`config.mk`:
```
export PLATFORM = sky130hd
export DESIGN_NAME = mod_display_scan_scheduler
export DESIGN_NICKNAME = d
export VERILOG_FILES = /design/src/rtl/mod_display_scan_scheduler.sv
export SDC_FILE = /design/constraint.sdc
export NUM_CORES = 1
export LEC_CHECK = 0
export BUFFER_PORTS_ARGS = -buffer_cell sky130_fd_sc_hd__buf_2
export CAP_MARGIN = 20
export CORE_AREA = 2 2 87 89
export DETAILED_ROUTE_END_ITERATION = 10
export DIE_AREA = 0 0 89 91
export PLACE_DENSITY = 0.75
export SYNTH_ARGS = -nofsm -noshare
export SYNTH_HDL_FRONTEND = slang
export SYNTH_SLANG_ARGS = --single-unit
```
`constraint.sdc`:
```
create_clock -name clk -period 3.8 [get_ports clk]
set_input_delay 0.19 -clock clk [delete_from_list [all_inputs] [get_ports clk]]
set_output_delay 0.19 -clock clk [all_outputs]
set_load 0.02 [all_outputs]
```
`src/rtl/mod_display_scan_scheduler.sv`:
```
// Four-digit seven-segment scan scheduler: double-buffered digit values,
// prescaled slot timing, inter-digit blanking, leading-zero blanking and a
// frame-done strobe. All outputs are registered.
module mod_display_scan_scheduler #(
    parameter int CLK_DIV     = 50000,
    parameter int SLOT_TICKS  = 4,
    parameter int BLANK_TICKS = 1
) (
    input  logic       clk,
    input  logic       reset,
    input  logic       en,
    input  logic       lzb,
    input  logic       colon,
    input  logic       wr_en,
    input  logic [1:0] wr_digit,
    input  logic [3:0] wr_data,
    input  logic       wr_dp,
    output logic [3:0] anode,
    output logic [8:0] cathode,
    output logic       frame_done,
    output logic [1:0] cur_digit
);
    localparam int PW   = (CLK_DIV > 1) ? $clog2(CLK_DIV) : 1;
    localparam int MAXT = (SLOT_TICKS > BLANK_TICKS) ? SLOT_TICKS : BLANK_TICKS;
    localparam int TW   = (MAXT > 1) ? $clog2(MAXT) : 1;
    localparam logic [PW-1:0] PRESC_LAST = PW'(CLK_DIV - 1);
    localparam logic [TW-1:0] SLOT_LAST  = TW'(SLOT_TICKS - 1);
    localparam logic [TW-1:0] BLANK_LAST = TW'((BLANK_TICKS > 0) ? BLANK_TICKS - 1 : 0);

    typedef enum logic [1:0] {IDLE, ON, BLANK} state_t;

    state_t          state, state_n;
    logic [PW-1:0]   presc, presc_n;
    logic [TW-1:0]   tcnt, tcnt_n;
    logic [1:0]      digit_n;
    logic            tick, phase_end, copy, fd_n;
    logic [3:0][3:0] shadow_val, act_val, act_val_n;
    logic [3:0]      shadow_dp, act_dp, act_dp_n;
    logic [3:0]      lz_mask;
    logic [3:0]      anode_n;
    logic [8:0]      cathode_n;

    // Active-low hex decode, bit 0 = segment a.
    function automatic logic [6:0] seg7(input logic [3:0] v);
        case (v)
            4'h0: seg7 = 7'b1000000;
            4'h1: seg7 = 7'b1111001;
            4'h2: seg7 = 7'b0100100;
            4'h3: seg7 = 7'b0110000;
            4'h4: seg7 = 7'b0011001;
            4'h5: seg7 = 7'b0010010;
            4'h6: seg7 = 7'b0000010;
            4'h7: seg7 = 7'b1111000;
            4'h8: seg7 = 7'b0000000;
            4'h9: seg7 = 7'b0010000;
            4'hA: seg7 = 7'b0001000;
            4'hB: seg7 = 7'b0000011;
            4'hC: seg7 = 7'b1000110;
            4'hD: seg7 = 7'b0100001;
            4'hE: seg7 = 7'b0000110;
            default: seg7 = 7'b0001110;
        endcase
    endfunction

    // Next state, prescaler/tick counter, digit advance and frame boundary.
    always_comb begin
        state_n   = state;
        presc_n   = presc;
        tcnt_n    = tcnt;
        digit_n   = cur_digit;
        copy      = 1'b0;
        fd_n      = 1'b0;
        phase_end = 1'b0;
        tick      = (presc == PRESC_LAST);
        case (state)
            IDLE: begin
                presc_n = '0;
                tcnt_n  = '0;
                digit_n = 2'd0;
                if (en) begin
                    state_n = ON;
                    copy    = 1'b1;
                end
            end
            ON, BLANK: begin
                presc_n = tick ? '0 : presc + 1'b1;
                if (tick) begin
                    phase_end = (state == ON) ? (tcnt == SLOT_LAST) : (tcnt == BLANK_LAST);
                    tcnt_n    = phase_end ? '0 : tcnt + 1'b1;
                end
                if (phase_end) begin
                    if (state == ON && BLANK_TICKS > 0) begin
                        state_n = BLANK;
                    end else begin
                        state_n = ON;
                        digit_n = cur_digit + 2'd1;
                        // Wrapping 3 -> 0 is the frame boundary: latch the shadow set.
                        if (cur_digit == 2'd3) begin
                            copy = 1'b1;
                            fd_n = 1'b1;
                        end
                    end
                end
            end
            default: state_n = IDLE;
        endcase
        // Disable wins from any state and abandons the frame silently.
        if (!en) begin
            state_n = IDLE;
            presc_n = '0;
            tcnt_n  = '0;
            digit_n = 2'd0;
            copy    = 1'b0;
            fd_n    = 1'b0;
        end
    end

    // Output image for the upcoming cycle, decoded from the post-edge active set.
    always_comb begin
        act_val_n  = copy ? shadow_val : act_val;
        act_dp_n   = copy ? shadow_dp : act_dp;
        lz_mask[0] = 1'b0;
        lz_mask[3] = lzb && (act_val_n[3] == 4'h0);
        lz_mask[2] = lz_mask[3] && (act_val_n[2] == 4'h0);
        lz_mask[1] = lz_mask[2] && (act_val_n[1] == 4'h0);
        anode_n    = 4'hF;
        cathode_n  = 9'h1FF;
        if (state_n == ON && !lz_mask[digit_n]) begin
            anode_n[digit_n] = 1'b0;
            cathode_n = {(digit_n == 2'd1) ? ~colon : 1'b1, ~act_dp_n[digit_n], seg7(act_val_n[digit_n])};
        end
    end

    // FSM, counters and registered outputs.
    always_ff @(posedge clk or negedge reset) begin
        if (!reset) begin
            state      <= IDLE;
            presc      <= '0;
            tcnt       <= '0;
            cur_digit  <= 2'd0;
            anode      <= 4'hF;
            cathode    <= 9'h1FF;
            frame_done <= 1'b0;
        end else begin
            state      <= state_n;
            presc      <= presc_n;
            tcnt       <= tcnt_n;
            cur_digit  <= digit_n;
            anode      <= anode_n;
            cathode    <= cathode_n;
            frame_done <= fd_n;
        end
    end

    // Shadow digit registers, writable in any state.
    always_ff @(posedge clk or negedge reset) begin
        if (!reset) begin
            shadow_val <= '0;
            shadow_dp  <= '0;
        end else if (wr_en) begin
            shadow_val[wr_digit] <= wr_data;
            shadow_dp[wr_digit]  <= wr_dp;
        end
    end

    // Active set, loaded from the pre-edge shadow on scan start or frame boundary.
    always_ff @(posedge clk or negedge reset) begin
        if (!reset) begin
            act_val <= '0;
            act_dp  <= '0;
        end else begin
            act_val <= act_val_n;
            act_dp  <= act_dp_n;
        end
    end
endmodule

```
==> results_dict.tcl <==
set metrics [dict create \
    stdcell_count 547 \
    ios 29 \
    seq_area_frac_synth 0.458 \
    ys_warn_count 0 \
    final_util 0.655 \
    mostFrequentLayoutCell "dfrtp_1" \
    r2r_cells 12 \
    die_area_sq_um 8100 \
    netlist_instances 407 \
    hold-worst-slack_ps -48.5 \
    grt_use_total 0.245 \
    antenna_found_initial 0 \
    finalHoldViolCount 26 \
    clkSlewWorstSetupHoldPaths_ps 90 \
    path_max_fanout 12 \
    dr.first_iter.drc_count 307 \
    wl_per_cell_um 16.9 \
    cts_buffers 9 \
    dpl.cell_count 530 \
    arrival_ps 3730 \
    drive_above_1_share 0.250 \
    p_leak_nw 2.04 \
    cts_max_path_buffers 2 \
    place_area_sq_um 4450 \
    dr.pass1.iters 5 \
    critPathKind "register to register" \
    max_freq_mhz 290 \
    portBuffers 28 \
    num_rows 31 \
    finalSetupTns_ps 0 \
    synth.avg_cell_area_sq_um 10.3 \
    area_growth_pct 11.6 \
    grt-ovfl-total 0 \
    worst_pin_slew_ps 922 \
    required_ps 4090 \
    ant_nets 0 \
    dp_hpwl_um 6600 \
    multi_input_area_sq_um 2160 \
    slew_headroom 0.385 \
    r2r_start "presc[0]" \
    seq_area_sq_um 1920 \
    syn_nets 432 \
    h-tree-depth 3 \
    finalClockSkew_ps 10.3 \
    grt_max_degree 77 \
    end_kind "register" \
    slew_viol_final 0 \
    drc 0 \
    r2r_slack_ps 360 \
    nNetsFinal 468 \
    synth_edf_count 0 \
    cts_root_buf "clkbuf_8" \
    start_util 0.587 \
    finalCritPeriodShare 0.906 \
    vias_per_cell 6.14 \
    hold_path_class "input pin to asynchronous set/reset pin" \
    ys_async_sr_fraction 1.00 \
    clkLatencyLatePin_ps 360 \
    vias 3358 \
    cts_sinks 76 \
    grt_pass1_vias 3100 \
    rsz0062_at_grt "false" \
    die_h_um 91 \
    critPathLaunchType "register" \
    setup_violations 0 \
    cts_tree "yes" \
    gp_congestion 0.879 \
    vdd_drop_max_mv 0.256 \
    max_cap_violations 0 \
    totalWireLength_um 9260 \
    grt_pass1_wl_um 15600 \
    core_sq_um 7140 \
    ys_types 68 \
    die_x_um 89 \
    violations "negative hold slack" \
    synth-seq-cells 76 \
    status "finished with violations" \
    finalCriticalPeriod_ps 3440 \
    powerDensity_nw_per_um2 453 \
    timing.rr.end "cathode[0]" \
    n_fill_cell 595 \
    yosys_most_used_dff "dfrtp_1" \
    fin_area_sq_um 4680 \
    mostFrequentLayoutCells "63 x dfrtp_1, 49 x nand2_1, 32 x mux2_2" \
    diodes 0 \
    cts_setup_buffers 0 \
    syn-cell-area_sq_um 4190 \
]
## timing repair
item | CTS | global route
endpoints found under the hold margin | 1 | 0
setup endpoints to repair | 0 | 3
hold buffers | 1 | 0
gates resized for setup | 0 | 3
## power by group
part / total, W / internal [W] / switching, W
combinational: 0.000452 / 0.000201 / 0.000251
clock: 0.000643 / 0.000312 / 0.000331
sequential: 0.00102 / 0.000935 / 0.0000886
## cell type report
class | instances | share of cell area
clock buffers | 9 | 0.0265
flip-flops and latches | 76 | 0.410
well taps | 99 | 0.0265
clock inverters | 7 | 0.0174
repair buffers | 36 | 0.0439
multi-input cells | 303 | 0.461
inverters | 17 | 0.0142
## through the flow
step	total power, W	setup slack [ps]
6_report	0.00212	357
2_1_floorplan	0.00134	573
4_1_cts	0.00213	220
5_1_grt	0.00223	104
3_5_place_dp	0.00149	228
3_3_place_gp	0.00147	312
## per-layer routing
| layer | GRT usage | vias up | routed length (um) |
|---|---|---|---|
| met2 | 0.347 | 109 | 4190 |
| met5 | 0 | - | 0 |
| li1 | - | 1588 | - |
| met4 | 0.0672 | 0 | 80 |
| met3 | 0.0527 | 12 | 446 |
| met1 | 0.380 | 1649 | 4540 |
## cell usage after synthesis (all sizes together), types with 4 or more instances
cell type,n,area (sq um)
nand3,19,95.1
nor3,5,25.0
xnor2,4,35.0
a21oi,12,71.3
a211oi,5,37.5
inv,17,66.3
ha,12,150
clkbuf,7,26.3
nand2,49,184
mux2i,7,70.1
o21ai,33,165
nor2,24,106
nand4,10,62.6
buf,4,32.5
o41ai,8,70.1
xor2,4,35.0
mux2,34,390
dfstp,13,342
and3,11,68.8
a41oi,4,35.0
nand3b,6,45.0
a31oi,5,37.5
nor3b,4,41.3
nor4,4,31.3
dfrtp,63,1580
## registers in the layout, summed over array words and instances (netlist names), 4 cells and up
| name | flops |
|---|---|
| act_dp | 4 |
| act_val | 16 |
| anode | 4 |
| cathode | 9 |
| presc | 16 |
| shadow_dp | 4 |
| shadow_val | 16 |
## how the worst max path moves through the flow
stage	start	to	slack (ps)	cells past startpoint
2_1_floorplan	presc[0]	cathode[0]	570	13
3_3_place_gp	presc[0]	cathode[1]	310	10
3_5_place_dp	presc[0]	cathode[4]	230	10
4_1_cts	presc[0]	cathode[4]	220	10
5_1_grt	presc[0]	cathode[0]	100	12
6_report	presc[0]	cathode[0]	360	12
## critical path, cell delays in order, from the launching register on
cell and delay (ps):
dfrtp_1 430, ha_1 280, and3_1 230, nand4_1 190, o21a_2 360, mux2_2 390, mux2_2 260, mux2i_1 240
buf_4 180, ha_1 260, a211oi_1 80, o41a_1 320, a2bb2oi_1 140
## logic make-up (layout without fill, tap and decap cells)
logic type | after synthesis | count (layout) | share of synthesized area
AO/OA/AOI/OAI | 93 | 93 | 0.154
flip-flops | 76 | 76 | 0.458
buffers and inverters | 28 | 69 | 0.0299
multiplexers | 41 | 41 | 0.110
XOR/XNOR | 8 | 8 | 0.0167
AND/OR/NAND/NOR | 149 | 149 | 0.196
adder cells (fa/ha/maj) | 12 | 12 | 0.0358
Power figures use the tool's default switching activity.
